[config.mk]
export PLATFORM = sky130hd
export DESIGN_NAME = accum_scheduler
export DESIGN_NICKNAME = d
export VERILOG_FILES = /design/src/rtl/acc_pkg.sv /design/src/rtl/acc_sched_delay.sv /design/src/rtl/accum_scheduler.sv
export SDC_FILE = /design/constraint.sdc
export NUM_CORES = 1
export LEC_CHECK = 0
export BUFFER_PORTS_ARGS = -buffer_cell sky130_fd_sc_hd__buf_4
export CORE_AREA = 2 2 213 215
export CTS_CLUSTER_DIAMETER = 40
export DETAILED_ROUTE_END_ITERATION = 6
export DIE_AREA = 0 0 215 217
export PLACE_DENSITY = 0.37
export SETUP_SLACK_MARGIN = 0.15
export SYNTH_ARGS = -nofsm -noshare
export SYNTH_HDL_FRONTEND = slang
export SYNTH_HIERARCHICAL = 1
export SYNTH_SLANG_ARGS = --single-unit
[constraint.sdc]
create_clock -name clk -period 3.1 [get_ports clk]
set_clock_uncertainty 0.15 [all_clocks]
set_input_delay 0.465 -clock clk [delete_from_list [all_inputs] [get_ports clk]]
set_output_delay 0.465 -clock clk [all_outputs]
set_load 0.01 [all_outputs]
[src/rtl/acc_pkg.sv]
// Shared types for the accumulation scheduler: FSM state encoding and vector width.
package acc_pkg;

    localparam int VEC_W = 256;

    typedef enum logic [2:0] {
        ST_IDLE     = 3'd0,
        ST_BIAS     = 3'd1,
        ST_STREAM   = 3'd2,
        ST_DRAIN    = 3'd3,
        ST_WAIT_OUT = 3'd4
    } acc_state_t;

endpackage

[src/rtl/acc_sched_delay.sv]
// Delay line for the last-beat tag: dout follows din exactly SP_LAT cycles later.
module acc_sched_delay #(
    parameter int SP_LAT = 2
) (
    input  logic clk,
    input  logic rst_n,
    input  logic din,
    output logic dout
);

    logic [SP_LAT-1:0] sr_reg;

    always_ff @(posedge clk or negedge rst_n) begin
        if (!rst_n) sr_reg[0] <= 1'b0;
        else        sr_reg[0] <= din;
    end

    generate
        for (genvar gi = 1; gi < SP_LAT; gi++) begin : g_stage
            always_ff @(posedge clk or negedge rst_n) begin
                if (!rst_n) sr_reg[gi] <= 1'b0;
                else        sr_reg[gi] <= sr_reg[gi-1];
            end
        end
    endgenerate

    assign dout = sr_reg[SP_LAT-1];

endmodule

[src/rtl/accum_scheduler.sv]
// Sequences bias injection, psum streaming and drain for one output tile.
// Optional performance counters are enabled with ACC_SCHED_PERF_EN.
module accum_scheduler
    import acc_pkg::*;
#(
    parameter int K_W    = 8,
    parameter int N_W    = 8,
    parameter int SP_LAT = 2
) (
    input  logic             clk,
    input  logic             rst_n,
    input  logic             cfg_start,
    input  logic [K_W-1:0]   cfg_k_steps,
    input  logic [N_W-1:0]   cfg_n_out,
    input  logic             cfg_bias_en,
    input  logic             bias_valid,
    output logic             bias_ready,
    input  logic [VEC_W-1:0] bias_data,
    input  logic             pe_valid,
    output logic             pe_ready,
    output logic             oc_valid,
    output logic             oc_bias_en,
    output logic [VEC_W-1:0] oc_bias_data,
    output logic             oc_accum_done,
    input  logic             oc_out_valid,
    output logic             busy,
    output logic             tile_done,
    output logic             cfg_err
`ifdef ACC_SCHED_PERF_EN
    ,
    output logic [31:0]      perf_stall_cnt,
    output logic [31:0]      perf_tile_cyc
`endif
);

    acc_state_t     state_reg;
    logic [K_W-1:0] k_reg;
    logic [K_W-1:0] beat_cnt_reg;
    logic [N_W-1:0] n_reg;
    logic [N_W-1:0] out_cnt_reg;
    logic [N_W-1:0] res_cnt_reg;
    logic           bias_en_reg;
    logic           tile_done_reg;
    logic           cfg_err_reg;

    logic [K_W-1:0] beat_cnt_next;
    logic [N_W-1:0] out_cnt_next;
    logic [N_W-1:0] res_cnt_next;
    logic           last_beat;
    logic           start_ok;
    logic           res_hit;

    assign busy         = (state_reg != ST_IDLE);
    assign pe_ready     = (state_reg == ST_STREAM);
    assign bias_ready   = (state_reg == ST_BIAS) && bias_valid;
    assign oc_bias_en   = bias_ready;
    assign oc_bias_data = oc_bias_en ? bias_data : '0;
    assign oc_valid     = pe_valid && pe_ready;
    assign tile_done    = tile_done_reg;
    assign cfg_err      = cfg_err_reg;

    assign beat_cnt_next = beat_cnt_reg + 1'b1;
    assign out_cnt_next  = out_cnt_reg + 1'b1;
    assign res_cnt_next  = res_cnt_reg + 1'b1;
    assign last_beat     = oc_valid && (beat_cnt_next == k_reg);
    assign start_ok      = cfg_start && (cfg_k_steps != '0) && (cfg_n_out != '0);
    // First term covers results that all arrived before WAIT_OUT was reached.
    assign res_hit       = (res_cnt_reg == n_reg) || (oc_out_valid && (res_cnt_next == n_reg));

    acc_sched_delay #(.SP_LAT(SP_LAT)) u_delay (
        .clk   (clk),
        .rst_n (rst_n),
        .din   (last_beat),
        .dout  (oc_accum_done)
    );

    always_ff @(posedge clk or negedge rst_n) begin
        if (!rst_n) begin
            state_reg     <= ST_IDLE;
            k_reg         <= '0;
            n_reg         <= '0;
            bias_en_reg   <= 1'b0;
            beat_cnt_reg  <= '0;
            out_cnt_reg   <= '0;
            res_cnt_reg   <= '0;
            tile_done_reg <= 1'b0;
            cfg_err_reg   <= 1'b0;
        end else begin
            tile_done_reg <= 1'b0;
            cfg_err_reg   <= 1'b0;
            if (busy && oc_out_valid && (res_cnt_reg != n_reg))
                res_cnt_reg <= res_cnt_next;
            case (state_reg)
                ST_IDLE: begin
                    if (start_ok) begin
                        k_reg       <= cfg_k_steps;
                        n_reg       <= cfg_n_out;
                        bias_en_reg <= cfg_bias_en;
                        state_reg   <= cfg_bias_en ? ST_BIAS : ST_STREAM;
                    end else if (cfg_start) begin
                        cfg_err_reg <= 1'b1;
                    end
                end
                ST_BIAS: begin
                    if (bias_valid) state_reg <= ST_STREAM;
                end
                ST_STREAM: begin
                    if (last_beat) begin
                        beat_cnt_reg <= '0;
                        state_reg    <= ST_DRAIN;
                    end else if (oc_valid) begin
                        beat_cnt_reg <= beat_cnt_next;
                    end
                end
                ST_DRAIN: begin
                    if (oc_accum_done) begin
                        out_cnt_reg <= out_cnt_next;
                        if (out_cnt_next == n_reg) state_reg <= ST_WAIT_OUT;
                        else state_reg <= bias_en_reg ? ST_BIAS : ST_STREAM;
                    end
                end
                ST_WAIT_OUT: begin
                    if (res_hit) begin
                        tile_done_reg <= 1'b1;
                        beat_cnt_reg  <= '0;
                        out_cnt_reg   <= '0;
                        res_cnt_reg   <= '0;
                        state_reg     <= ST_IDLE;
                    end
                end
                default: state_reg <= ST_IDLE;
            endcase
        end
    end

`ifdef ACC_SCHED_PERF_EN
    logic [31:0] stall_cnt_reg;
    logic [31:0] tile_cyc_reg;
    logic        stall_cyc;

    assign stall_cyc = ((state_reg == ST_STREAM) && !pe_valid) ||
                       ((state_reg == ST_BIAS) && !bias_valid);

    always_ff @(posedge clk or negedge rst_n) begin
        if (!rst_n) begin
            stall_cnt_reg <= '0;
            tile_cyc_reg  <= '0;
        end else if ((state_reg == ST_IDLE) && start_ok) begin
            stall_cnt_reg <= '0;
            tile_cyc_reg  <= '0;
        end else begin
            if (busy && (tile_cyc_reg != 32'hFFFF_FFFF))
                tile_cyc_reg <= tile_cyc_reg + 32'd1;
            if (stall_cyc && (stall_cnt_reg != 32'hFFFF_FFFF))
                stall_cnt_reg <= stall_cnt_reg + 32'd1;
        end
    end

    assign perf_stall_cnt = stall_cnt_reg;
    assign perf_tile_cyc  = tile_cyc_reg;
`endif

endmodule

* Word level (Yosys, flattened, before mapping)
Cells that the tools add are included.
Operators by class: add/sub/neg operators 3, eq/ne operators 15, mux-type cells 24, reduce and logical (&&, ||, !) cells 19
Operators by type and width (count):
- $mux W256 | 1
- $mux W8 | 7
- $eq A8 B8 Y1 | 4
- $pmux W8 S2 | 2
- $add A8 B1 Y8 const B | 3
- $mux W3 | 6
- $reduce_bool A8 Y1 | 2
- $pmux W3 S5 | 1
- $logic_and A1 B1 Y1 | 8
- $ne A8 B8 Y1 | 1
- $eq A3 B2 Y1 const B | 2
- $ne A2 B2 Y1 const B | 3
- $reduce_and A3 Y1 | 2
- $mux W1 | 5
- $reduce_and A5 Y1 | 1
- $mux W2 | 2
- $ne A2 B1 Y1 const B | 2
- $reduce_bool A2 Y1 | 2
- $eq A3 B1 Y1 const B | 1
- $eq A3 B3 Y1 const B | 1
- $logic_not A3 Y1 | 1
- $ne A3 B1 Y1 const B | 1
- $reduce_bool A3 Y1 | 1
- $reduce_and A2 Y1 | 1
- $logic_or A1 B1 Y1 | 1
Storage, ports and cells: register bits after elaboration 48, input port bits 279, output and inout port bits 264, logic and storage cells 72

* Logic depth before layout (Yosys ltp)
Gate-level depths: netlist (run 1).
word-level depth 6, mapped depth 10, gate-level depth less buffers 8

* Hierarchy
The synthesis (run 1) kept the hierarchy.
By module, submodules not included:
- accum_scheduler | instances 1, cells an instance 601, area each 4642.0 µm², seq. area each 1151.1 µm²
- acc_sched_delay | instances 1, cells an instance 2, area each 50.0 µm², seq. area each 50.0 µm²

* Least setup slack after synthesis (run 1)
No wires, ideal clock.
kind input to register, start point in cfg_k_steps[5], end point reg bias_en_reg, library setup time 128 ps, arrival 1989 ps, slack 834 ps, cell stages on the path 7, buffers on the path 2, path through or4_1 > o21ai_0 > a21oi_1 > nand2b_1 > buf_2 > buf_4 > mux2_1
On the way: word-level cells in the longest chain between the ends 4
Ends and longest elaborated chain:
- start: declaration | RTL line accum_scheduler.sv:13 | input logic [K_W-1:0] cfg_k_steps,
- $reduce_bool A8 Y1 | RTL line accum_scheduler.sv:66 | assign start_ok = cfg_start && (cfg_k_steps != '0) && (cfg_n_out != '0);
- $logic_and A1 B1 Y1 (2 in a row) | RTL line accum_scheduler.sv:66
- $reduce_and A2 Y1 (no line)
- end signal: assignment | RTL line accum_scheduler.sv:98 | bias_en_reg <= cfg_bias_en;
- end: declaration | RTL line accum_scheduler.sv:42 | logic bias_en_reg;
No other way between the ends. A chain may end at the register's enable or synchronous reset.

* Worst setup path after layout (run 1)
start point reg state_reg[2], end point out oc_bias_data[206]
On the way: word-level cells in the longest chain between the ends 3
Ends and longest elaborated chain:
- start: declaration | RTL line accum_scheduler.sv:36 | acc_state_t state_reg;
- start signal: assignment | RTL line accum_scheduler.sv:99 | state_reg <= cfg_bias_en ? ST_BIAS : ST_STREAM;
- start signal: assignment | RTL line accum_scheduler.sv:119 | else state_reg <= bias_en_reg ? ST_BIAS : ST_STREAM;
- $eq A3 B1 Y1 | RTL line accum_scheduler.sv:55 | assign bias_ready = (state_reg == ST_BIAS) && bias_valid;
- $logic_and A1 B1 Y1 | RTL line accum_scheduler.sv:55
- $mux W256 | RTL line accum_scheduler.sv:57 | assign oc_bias_data = oc_bias_en ? bias_data : '0;
- end: declaration | RTL line accum_scheduler.sv:23 | output logic [VEC_W-1:0] oc_bias_data,
No other way between the ends.

==> metrics.md, run 1 <==
| Metric | Value |
|---|---|
| Outcome | finished, final reports clean |
| Layout-stage area growth over the synthesis result | 104.0% |
| Routed via count | 6501 |
| Maximum buffer depth of the clock tree | 2 |
| Combinational share of power | between 60% and 70% |
| Uppermost routed layer | met5 |
| Std-Cell Rows | 78 |
| Mean routed wirelength per cell | 27.26 um |
| Hold Buf Count CTS | 0 |
| Full die area | 0.04666 mm^2 |
| Switching component of the power | about 0.0024 W |
| Clock tree from TritonCTS | done |
| IR Drop Worst-Case VDD | 0.2221 mV |
| Yosys Warn Count | 6 |
| Number of distinct library cells after synthesis | 57 |
| Average cell area after synthesis | 7.781 um^2 |
| Setup violators final | 0 |
| Kind of end point of the critical path | output port |
| Required @ worst endpoint | 2480 ps |
| Ports placed on the boundary | 543 |
| CP Launch Type | flip-flop |
| Gate family responsible for the most delay along the worst path | simple AND/OR/NAND/NOR gates |
| Critical path class | flip-flop to output port |
| Most common cell after layout, fill and taps aside | sky130_fd_sc_hd__buf_4 |
| Total gr overflow | 0 |
| Worst path arrival time | 2160 ps |
| Number of filler cells placed in the layout | between 5000 and 6000 |
| Setup TNS after final layout | 0 ps |
| Met3 WL post-DR | 2959 um |
| Switching power as a share of total power | 45.48% |
| Post-Syn Instances | 603 |
| Chip width | 215 um |
| Critical-path cell list | nand2b_1, nor2_4, buf_12, and2_1, buf_4 |
| Vias per cell | 3.782 |
| Router iterations before antenna repair | 4 |
| Net count of the mapped netlist | 885 |
| Final wirelength | between 40000 and 50000 um |
| Clock sink count | 48 |
| Clock group share of total power | 12.1% |
| Buffer cell driving the clock tree root | sky130_fd_sc_hd__clkbuf_16 |
| PostCTS Resize Cnt | 0 |
| Number of synthesized flops with an enable pin | 0 |
| Height of the chip | around 220 um |
| Post-CTS Setup Repair Bufs | 0 |
| Crit-path max FO | 83 |
| Skew-Pair Late Insertion Delay | 300 ps |
| Crit share post-route | roughly nine tenths |
| Iteration-0 DRC count of the detailed router | 334 |
| Worst path slowest cell | sky130_fd_sc_hd__dfrtp_1 |
| Wire length of the first global-routing pass | between 50000 and 60000 um |
| Number of hold violations in the final report | 0 |
| Via count of the first global-routing pass | 6543 |
| Unrepaired setup endpoints after global routing | false |
| Number of buffer cells added on primary ports | 542 |
| Slew at the pin closest to its max-slew limit | around 670 ps |
| Proportion of synthesized chip area in sequential cells | roughly 26% |
| Reported leakage power | 4.832 nW |
| Relative slew margins | 55.06% |
| Initial Util | 10.50% |
| Async S/R FF share, synth | 100.0% |
| DP Wirelength | 43060 um |
| Length of routed wiring on met1 | 14250 um |
| Synthesized cell area | 0.004692 mm^2 |
| Tot GR Track Use | roughly a fifth |
| Fraction of final layout cells sized beyond drive strength 1 | 51.71% |
| Layout Nets | between 1000 and 1500 |
| Primary FF master, synth | sky130_fd_sc_hd__dfrtp_1 |
| Maximum number of pins on one net before global-route repair | 84 |
| Total DRC errors in the routed layout | 0 |
| Met2 wire len | 27310 um |
| Final weighted congestion in routability-driven placement | 0.8611 |
| Power per Cell Area | 562.0 mW/mm^2 |
| Classification of the worst-slack hold path | primary input to async pin |
| Commonest cells after routing, fill and taps aside | 547 x sky130_fd_sc_hd__buf_4, 261 x sky130_fd_sc_hd__and2_1, 48 x sky130_fd_sc_hd__dfrtp_1 |
| Antenna Violating Nets Remaining | 0 |
| Yosys reg bits | 48 |
| Clk pin slew, worst setup/hold paths | roughly 80 ps |
| Post-layout minimum cycle time | 2771 ps |
| Max-Cap Viols | 0 |
| Delay of the slowest cell on the worst path | 490 ps |
| Post-route worst setup slack | 328.9 ps |
| Number of max-slew violations in the final report | 0 |
| Maximum level of the CTS H-tree | 2 |
| Share of power burned in registers | between 20% and 30% |
| Placement Setup Slack | 534.9 ps |
| Number of buffer and inverter stages on the critical path | 2 |
| Number of antenna violations at the first check in global routing | 20 |
| Number of buffers created by CTS | 5 |
| Core outline area | 0.04470 mm^2 |
| Internal power | around 0.0029 W |
| Maximum clock rate | around 360 MHz |
-- power groups by stage --
stage               registers (W)  clock network (W)  logic (W)
global route              0.00122           0.000689    0.00382
detailed placement        0.00119                  0    0.00361
finish                    0.00118           0.000649    0.00356
global placement          0.00119                  0    0.00362
CTS                       0.00118           0.000664    0.00363
floorplan                0.000998                  0    0.00195
-- worst paths after layout --
| path | start | to | slack (ps) | depth (start not counted) |
|---|---|---|---|---|
| worst max-delay path | state_reg[2] | oc_bias_data[206] | 330 | 5 |
| worst min-delay path | rst_n | res_cnt_reg[5] | 40 | 1 |
| worst max register to register | res_cnt_reg[0] | out_cnt_reg[0] | 490 | 9 |
| worst min register to register | u_delay/sr_reg[0] | u_delay/dout | 200 | 0 |
| max in group asynchronous | rst_n | beat_cnt_reg[4] | 2290 | 1 |
| min in group clk | u_delay/sr_reg[0] | u_delay/dout | 200 | 0 |
-- per-layer routing --
metal / up-vias / global-route usage, %
met5: - / 0
met4: 10 / 7.540
met3: 58 / 5.171
met2: 330 / 39.88
met1: 3117 / 16.87
li1: 2986 / -
-- layout make-up --
cell class	instances	area, um^2	share of cell area [%]
clock inverter	3	42.54	0.4444
antenna	5	12.51	0.1307
clock buffer	5	125.1	1.307
multi-input combinational	500	3244	33.89
sequential	48	1201	12.55
timing repair buffer	550	4167	43.52
tap	600	750.7	7.842
inverter	8	30.03	0.3137
-- Yosys cell counts (2+ instances only) --
library cell               count  area, um^2
sky130_fd_sc_hd__and2_1      261        1633
sky130_fd_sc_hd__dfrtp_1      48        1201
sky130_fd_sc_hd__clkbuf_1     32       120.1
sky130_fd_sc_hd__nor2_1       30       112.6
sky130_fd_sc_hd__o21ai_0      21       105.1
sky130_fd_sc_hd__xor2_1       21       183.9
sky130_fd_sc_hd__nand2_1      20       75.07
sky130_fd_sc_hd__nand3_1      16       80.08
sky130_fd_sc_hd__a21oi_1      14       70.07
sky130_fd_sc_hd__xnor2_1      11       96.34
sky130_fd_sc_hd__mux2_1       10       112.6
sky130_fd_sc_hd__a31oi_1       8       50.05
sky130_fd_sc_hd__buf_2         8       40.04
sky130_fd_sc_hd__inv_1         8       30.03
sky130_fd_sc_hd__mux2_2        7       78.83
sky130_fd_sc_hd__and3_1        6       37.54
sky130_fd_sc_hd__nand2b_1      6       37.54
sky130_fd_sc_hd__nor4_1        5       31.28
sky130_fd_sc_hd__buf_4         4       30.03
sky130_fd_sc_hd__nor2b_1       4       25.02
sky130_fd_sc_hd__nor3_1        4       20.02
sky130_fd_sc_hd__or3_1         4       25.02
sky130_fd_sc_hd__buf_6         3       33.78
sky130_fd_sc_hd__ha_1          3       37.54
sky130_fd_sc_hd__mux2i_1       3       30.03
sky130_fd_sc_hd__nand3b_1      3       22.52
sky130_fd_sc_hd__nand4_1       3       18.77
sky130_fd_sc_hd__o211ai_1      3       22.52
sky130_fd_sc_hd__o31ai_1       3       22.52
sky130_fd_sc_hd__a211o_1       2       17.52
sky130_fd_sc_hd__a21o_1        2       15.01
sky130_fd_sc_hd__nor3b_1       2       15.01
sky130_fd_sc_hd__o21ai_1       2       10.01
sky130_fd_sc_hd__o22ai_1       2       12.51
sky130_fd_sc_hd__or4_1         2       15.01
-- stage by stage --
stage | hold WS [ps] | util, % | power, W | std cells | cell area [um^2]
after floorplan | 19.41 | - | 0.002948 | 603 | 4692
after global placement | 186.6 | 21.01 | 0.004810 | 1706 | 9393
after detailed placement | 186.5 | 21.01 | 0.004800 | 1706 | 9393
after CTS | 80.88 | 21.39 | 0.005467 | 1714 | 9560
after global routing | 102.6 | 21.40 | 0.005730 | 1716 | 9565
final | 40.27 | 21.42 | 0.005380 | 1719 | 9573
-- logic make-up after synthesis --
group | Yosys count | share of synthesized area, %
compound gates | 71 | 10.08
mux | 20 | 4.720
fa+ha+maj | 3 | 0.8001
simple gates | 374 | 47.41
flops | 48 | 25.60
buf+inv | 55 | 5.413
xor+xnor | 32 | 5.973
(Power assumes the default switching activity.)
==> run 2, diff against run 1 <==
ABC_AREA = 1   (was unset)
PLACE_DENSITY = 0.38   (was 0.37)
==> run 2 against run 1 <==
  * Global-route usage shrank 1.3 points
  * Critical path depth grew 2
  * Maximum frequency hardly changed
  * First-iteration DRC count rose by 28%
  * Critical path type unchanged
  * Highest routed layer unchanged
==> metrics.md, run 2 <==
| Metric | Value |
|---|---|
| Antenna Violating Nets Remaining | 0 (unchanged) |
| Post-detailed-placement cell area | 0.009892 mm^2 (+5.3%) |
| Commonest cells after routing, fill and taps aside | 550 x sky130_fd_sc_hd__buf_4, 319 x sky130_fd_sc_hd__inv_1, 314 x sky130_fd_sc_hd__nor2_1 |
| Met1 global-route usage | 26.69% (+9.8 points) |
| Fraction of final layout cells sized beyond drive strength 1 | 38.48% (-13 points) |
| Mean routed wirelength per cell | 20.88 um (-23%) |
| Fraction of post-synthesis cell area in the top cell type by area | 23.39% (-11 points) |
| Maximum level of the CTS H-tree | 2 (unchanged) |
| Classification of the worst-slack hold path | primary input to async pin |
| Power per Cell Area | 229.5 mW/mm^2 (-59%) |
| Full die area | 0.04666 mm^2 (unchanged) |
| Net count of the mapped netlist | 1273 (+44%) |
| Tot GR Track Use | 17.76% (-1.3 points) |
| Layout-stage area growth over the synthesis result | 97.66% |
| Global-route track usage on met2 | 23.64% (-16 points) |
| Maximum buffer depth of the clock tree | 2 (unchanged) |
| Slew at the pin closest to its max-slew limit | 684.0 ps (+9.850 ps) |
| Max-Cap Viols | 0 (unchanged) |
| Synthesized cell area | 0.005135 mm^2 (+9.4%) |
| Crit share post-route | 89.42% (about the same) |
| Via count of the first global-routing pass | 7368 (+13%) |
| Maximum number of pins on one net before global-route repair | 106 (+26%) |
| Chip width | 215 um (unchanged) |
| Buffer cell driving the clock tree root | sky130_fd_sc_hd__clkbuf_16 |
| Basic-gate share of the synthesized area counting and, or, nand and nor cells | 41.98% (-5.4 points) |
| Crit-path max FO | 106 (+28%) |
| Kind of end point of the critical path | output port |
| Router iterations before antenna repair | 6 (+2) |
| Number of max-slew violations in the final report | 0 (unchanged) |
| Delay of the slowest cell on the worst path | 420 ps (-70 ps) |
| Number of buffer cells added on primary ports | 542 (unchanged) |
| Critical path class | flip-flop to output port |
| Adder-cell share of the synthesized area | 0.7310% (-0.069 points) |
| Clk pin slew, worst setup/hold paths | 70 ps (about the same) |
| Height of the chip | 217 um (unchanged) |
| Skew-Pair Late Insertion Delay | 300 ps (about the same) |
| Number of synthesized flops with an enable pin | 0 (unchanged) |
| Setup TNS after final layout | 0 ps (unchanged) |
| Busiest layer in global routing | met1 |
| Primary FF master, synth | sky130_fd_sc_hd__dfrtp_1 |
| Layout Nets | 1797 (+29%) |
| Hold Buf Count CTS | 0 (unchanged) |
| Core outline area | 0.04470 mm^2 (unchanged) |
| Yosys Warn Count | 6 (unchanged) |
| Top post-synthesis cells by area | sky130_fd_sc_hd__dfrtp_1 23%, sky130_fd_sc_hd__inv_1 23%, sky130_fd_sc_hd__nor2_1 23% |
| Relative slew margins | 54.40% (-0.66 points) |
| End-of-flow core utilization | 22.71% (+1.3 points) |
| Most common cell after layout, fill and taps aside | sky130_fd_sc_hd__buf_4 |
| Outcome | finished, final reports clean |
| DP Wirelength | 39480 um (-8.3%) |
| Setup violators final | 0 (unchanged) |
| Number of hold violations in the final report | 0 (unchanged) |
| Worst path arrival time | 2160 ps (about the same) |
| Mux contribution to synthesized area | 1.096% (-3.6 points) |
| Ports placed on the boundary | 543 (unchanged) |
| Largest family of logic cells by synthesized area | simple AND/OR/NAND/NOR gates |
| Vias per cell | 3.662 (-3.2%) |
| Library cell with the highest instance count after synthesis | sky130_fd_sc_hd__inv_1 |
| Critical-path cell list | nor3_2, inv_1, nor2_4, inv_12, buf_16, nor2_1, buf_4 |
| Final wirelength | 44340 um (-5.4%) |
| Total gr overflow | 0 (unchanged) |
| Reported leakage power | 6.531 nW (+35%) |
| Post-Route Hold Slack | 57.43 ps (+17.16 ps) |
| Post-synth top area cell | sky130_fd_sc_hd__dfrtp_1 |
| IR Drop Worst-Case VDD | 0.2464 mV (+11%) |
| Post-Syn Instances | 991 (+64%) |
| Non-Filler Cell Area, Final | 0.01015 mm^2 (+6.0%) |
| Proportion of synthesized chip area in sequential cells | 23.39% (-2.2 points) |
| Complex-gate fraction of the synthesized area | 3.606% (-6.5 points) |
| Routed via count | 7779 (+20%) |
| Required @ worst endpoint | 2480 ps (about the same) |
| Final weighted congestion in routability-driven placement | 0.9132 (+6.1%) |
| Leading post-synthesis cells by instance count | 320 x sky130_fd_sc_hd__inv_1, 315 x sky130_fd_sc_hd__nor2_1, 129 x sky130_fd_sc_hd__nand2_1 |
| Yosys reg bits | 48 (unchanged) |
| Number of distinct library cells after synthesis | 31 (-46%) |
| Number of buffers created by CTS | 5 (unchanged) |
| Worst path slowest cell | sky130_fd_sc_hd__dfrtp_1 |
| Initial Util | 11.49% (+0.99 points) |
| Wire length of the first global-routing pass | 58260 um (-2.6%) |
| Clock sink count | 48 (unchanged) |
| Number of antenna violations at the first check in global routing | 19 (-5.0%) |
| Clock tree from TritonCTS | done |
| Unrepaired setup endpoints after global routing | false |
| Met3 routing resource usage after global routing | 5.758% (+0.59 points) |
| Std-Cell Rows | 78 (unchanged) |
| Maximum clock rate | 360.8 MHz (about the same) |
| Post-layout minimum cycle time | 2772 ps (+0.8510 ps) |
| Average cell area after synthesis | 5.182 um^2 (-33%) |
| Iteration-0 DRC count of the detailed router | 426 (+28%) |
| Xor and xnor fraction of the mapped netlist area | 1.876% (-4.1 points) |
| CP Launch Type | flip-flop |
| Async S/R FF share, synth | 100.0% (unchanged) |
| Total DRC errors in the routed layout | 0 (unchanged) |
## run 2: routing by layer
metal  part of all wire [%]  vias to the layer above  wire, um
li1                       -                     3828         -
met1                     50                     3570     22100
met2                     39                      336     17130
met3                    8.6                       39      3792
met4                    2.9                        6      1275
met5                  0.092                        -        41
## run 2: layout make-up
| class | count | area, um^2 |
|---|---|---|
| clock buffers | 5 | 125.1 |
| inverters | 323 | 1225 |
| flip-flops and latches | 48 | 1201 |
| diodes | 9 | 22.52 |
| well taps | 600 | 750.7 |
| repair buffers | 554 | 4222 |
| fillers | 5173 | 34550 |
| clock inverters | 2 | 60.06 |
| multi-input cells | 583 | 2544 |
## run 2: logic make-up after synthesis
logic type,after synthesis
multiplexers,5
buffers and inverters,360
adder cells (fa/ha/maj),3
XOR/XNOR,11
AND/OR/NAND/NOR,529
flip-flops,48
AO/OA/AOI/OAI,35
## run 2: per-stage QoR
stage / total power (W) / instances / setup slack (ps)
2_1_floorplan: 0.001129 / 991 / 892.8
3_3_place_gp: 0.001613 / 2107 / 254.7
3_5_place_dp: 0.001615 / 2107 / 252.9
5_1_grt: 0.002481 / 2116 / 183.2
4_1_cts: 0.002354 / 2114 / 189.9
6_report: 0.002329 / 2124 / 328.1
## run 2: worst paths after layout
path                                    from                to  slack, ps  depth (start not counted)
max in group asynchronous              rst_n    out_cnt_reg[7]       2290                          1
max                             state_reg[1]  oc_bias_data[87]        330                          7
min reg2reg                u_delay/sr_reg[0]      u_delay/dout        200                          0
min                                    rst_n           cfg_err         60                          1
min in group clk           u_delay/sr_reg[0]      u_delay/dout        200                          0
max reg2reg                  beat_cnt_reg[0]      state_reg[1]        780                         13
## run 2: worst max-delay path, delay by kind of cell, from the launching register on
| kind | cells | cell delay [ps] |
|---|---|---|
| buffers and inverters | 4 | 710 |
| DFF | 1 | 420 |
| and+or+nand+nor | 3 | 680 |
## run 2: repair_timing
action,CTS,global route
gates resized for setup,3,2
endpoints found under the setup margin,130,59
setup buffers,0,0
pin swaps,0,0
cloned,0,1
## run 2: report_power, final
part / switching, W / total, W / internal, W
clock: 0.000264 / 0.000722 / 0.000459
sequential: 0.0000728 / 0.000750 / 0.000678
combinational: 0.000463 / 0.000857 / 0.000393
==> run 3, diff against run 2 <==
clock period = 2.8 ns   (was 3.1 ns; I/O delays follow)
==> run 3 against run 2 <==
  * Register-to-register slack lost 340 ps
  * Via count shrank 1.0%
  * Worst hold slack lost 54 ps
  * Combinational power grew 6.2%
  * Wire length shrank 1.0%
  * Global-route usage is essentially flat
  * Flip-flop and latch count is the same
  * Cell area shrank 0.37%
  * Setup slack lost 42 ps
  * Critical path type unchanged
==> metrics.md, run 3 (same netlist as run 2, synthesis figures left out) <==
| Metric | Value |
|---|---|
| Relative slew margins | 55.29% (+0.89 points) |
| Required @ worst endpoint | 2230 ps (-250 ps) |
| Combinational share of power | 38.9% (+2.1 points) |
| Kind of end point of the critical path | output port |
| Layout-stage area growth over the synthesis result | 96.93% |
| Critical path class | flip-flop to output port |
| Crit-path max FO | 51 (-52%) |
| Skew-Pair Late Insertion Delay | 290 ps (about the same) |
| Final cell count without fillers | 2126 (+0.094%) |
| Setup violators final | 0 (unchanged) |
| Internal power | 0.001512 W (-1.2%) |
| Number of antenna violations at the first check in global routing | 16 (-3) |
| Initial Util | 11.49% (unchanged) |
| Total gr overflow | 0 (unchanged) |
| Most common cell after layout, fill and taps aside | sky130_fd_sc_hd__buf_4 |
| Number of max-slew violations in the final report | 0 (unchanged) |
| # placed instances | 2111 (+0.19%) |
| Mean routed wirelength per cell | 20.64 um (-1.1%) |
| Switching component of the power | 0.0008278 W (+3.5%) |
| Height of the chip | 217 um (unchanged) |
| Share of power burned in registers | 35.4% (+3.2 points) |
| DP Wirelength | 39410 um (-0.18%) |
| Commonest cells after routing, fill and taps aside | 552 x sky130_fd_sc_hd__buf_4, 319 x sky130_fd_sc_hd__inv_1, 309 x sky130_fd_sc_hd__nor2_1 |
| Tot GR Track Use | 17.76% (about the same) |
| End-of-flow core utilization | 22.62% (-0.084 points) |
| Final wirelength | 43890 um (-1.0%) |
| Routed via count | 7701 (-1.0%) |
| Classification of the worst-slack hold path | primary input to async pin |
| Crit share post-route | 89.79% |
| IR Drop Worst-Case VDD | 0.1838 mV (-25%) |
| Post-Route Hold Slack | 3.906 ps (-53.53 ps) |
| Iteration-0 DRC count of the detailed router | 429 (+0.70%) |
| Post-route total power | 0.002340 W (+0.45%) |
| Clock sink count | 48 (unchanged) |
| Total DRC errors in the routed layout | 0 (unchanged) |
| Full die area | 0.04666 mm^2 (unchanged) |
| Clk pin slew, worst setup/hold paths | 70 ps (about the same) |
| Wire length of the first global-routing pass | 58680 um (+0.72%) |
| Std-Cell Rows | 78 (unchanged) |
| Number of buffer cells added on primary ports | 542 (unchanged) |
| Maximum clock rate | 397.8 MHz |
| Slew at the pin closest to its max-slew limit | 670.6 ps (-13.36 ps) |
| Switching power as a share of total power | 35.38% (+1.0 points) |
| Worst path arrival time | 1940 ps (-220 ps) |
| Layout Nets | 1800 (+0.17%) |
| Start of the worst register-to-register path | res_cnt_reg[0] |
| Router iterations before antenna repair | 5 (-1) |
| Number of hold violations in the final report | 0 (unchanged) |
| Setup TNS after final layout | 0 ps (unchanged) |
| Unrepaired setup endpoints after global routing | true |
| Power per Cell Area | 231.4 mW/mm^2 (+0.82%) |
| Maximum number of pins on one net before global-route repair | 52 (-51%) |
| Max-Cap Viols | 0 (unchanged) |
| Reported leakage power | 6.515 nW (-0.25%) |
| Buffer cell driving the clock tree root | sky130_fd_sc_hd__clkbuf_16 |
| Number of filler cells placed in the layout | 5298 (+2.4%) |
| Maximum buffer depth of the clock tree | 2 (unchanged) |
| Clock tree from TritonCTS | done |
| CP startpoint | state_reg[1] |
| Fraction of final layout cells sized beyond drive strength 1 | 38.87% (+0.39 points) |
| Post-layout minimum cycle time | 2514 ps |
| Chip width | 215 um (unchanged) |
| Vias per cell | 3.622 (-1.1%) |
| Final weighted congestion in routability-driven placement | 0.9056 (-0.83%) |
| Antenna Violating Nets Remaining | 0 (unchanged) |
| CP Launch Type | flip-flop |
| Hold Buf Count CTS | 0 (unchanged) |
| Clock group share of total power | 25.6% (-5.4 points) |
| Outcome | finished, final reports clean |
| Ports placed on the boundary | 543 (unchanged) |
| Via count of the first global-routing pass | 7502 (+1.8%) |
| Maximum level of the CTS H-tree | 2 (unchanged) |
| Number of buffers created by CTS | 5 (unchanged) |
| Core outline area | 0.04470 mm^2 (unchanged) |
==> run 3: cell type report <==
type	count	area, um^2	share of cell area (%)
Clock buffer	6	128.9	1.274
Timing Repair Buffer	557	4235	41.88
Inverter	323	1220	12.06
Tap cell	600	750.7	7.424
Antenna cell	8	20.02	0.1980
Multi-Input combinational cell	583	2551	25.23
Clock inverter	1	5.005	0.04949
Sequential cell	48	1201	11.88
==> run 3: power groups by stage <==
| stage | Clock (W) | Combinational, W | Sequential, W |
|---|---|---|---|
| floorplan | 0 | 0.000429 | 0.000821 |
| finish | 0.000600 | 0.000910 | 0.000829 |
| detailed placement | 0 | 0.000908 | 0.000841 |
| CTS | 0.000625 | 0.000917 | 0.000828 |
| global placement | 0 | 0.000907 | 0.000844 |
| global route | 0.000643 | 0.00103 | 0.000838 |
==> run 3: final timing paths <==
path,endpoint,slack (ps),depth (start not counted)
max,oc_bias_data[110],290,8
min,cfg_err,4,1
max reg2reg,out_cnt_reg[7],440,14
min reg2reg,u_delay/dout,200,0
max in group asynchronous,res_cnt_reg[3],2040,1
min in group clk,u_delay/dout,200,0
==> run 3: per-layer routing <==
layer	up-vias	part of all wire (%)	track usage, %
met1	3528	47	24.63
li1	3834	-	-
met4	10	1.3	2.690
met3	31	12	9.210
met5	-	0.12	0
met2	298	40	24.58
==> run 3: metrics by stage <==
step	worst slack, ps	instance area, um^2
3_5_place_dp	370.2	9935
6_report	285.9	10110
4_1_cts	149.0	10080
5_1_grt	124.8	10100
2_1_floorplan	637.8	5135
3_3_place_gp	262.5	9935
==> run 3: repair_timing <==
item / in CTS / in global routing
setup buffers: 0 / 0
endpoints found under the setup margin: 3 / 206
resized for setup: 3 / 5
==> run 3: critical path, cell delays in order (launching register included) <==
cell	delay, ps
sky130_fd_sc_hd__dfrtp_1	420
sky130_fd_sc_hd__nor3_2	250
sky130_fd_sc_hd__inv_1	60
sky130_fd_sc_hd__nor2_1	80
sky130_fd_sc_hd__buf_4	150
sky130_fd_sc_hd__inv_8	120
sky130_fd_sc_hd__buf_12	210
sky130_fd_sc_hd__nor2_1	180
sky130_fd_sc_hd__buf_4	150
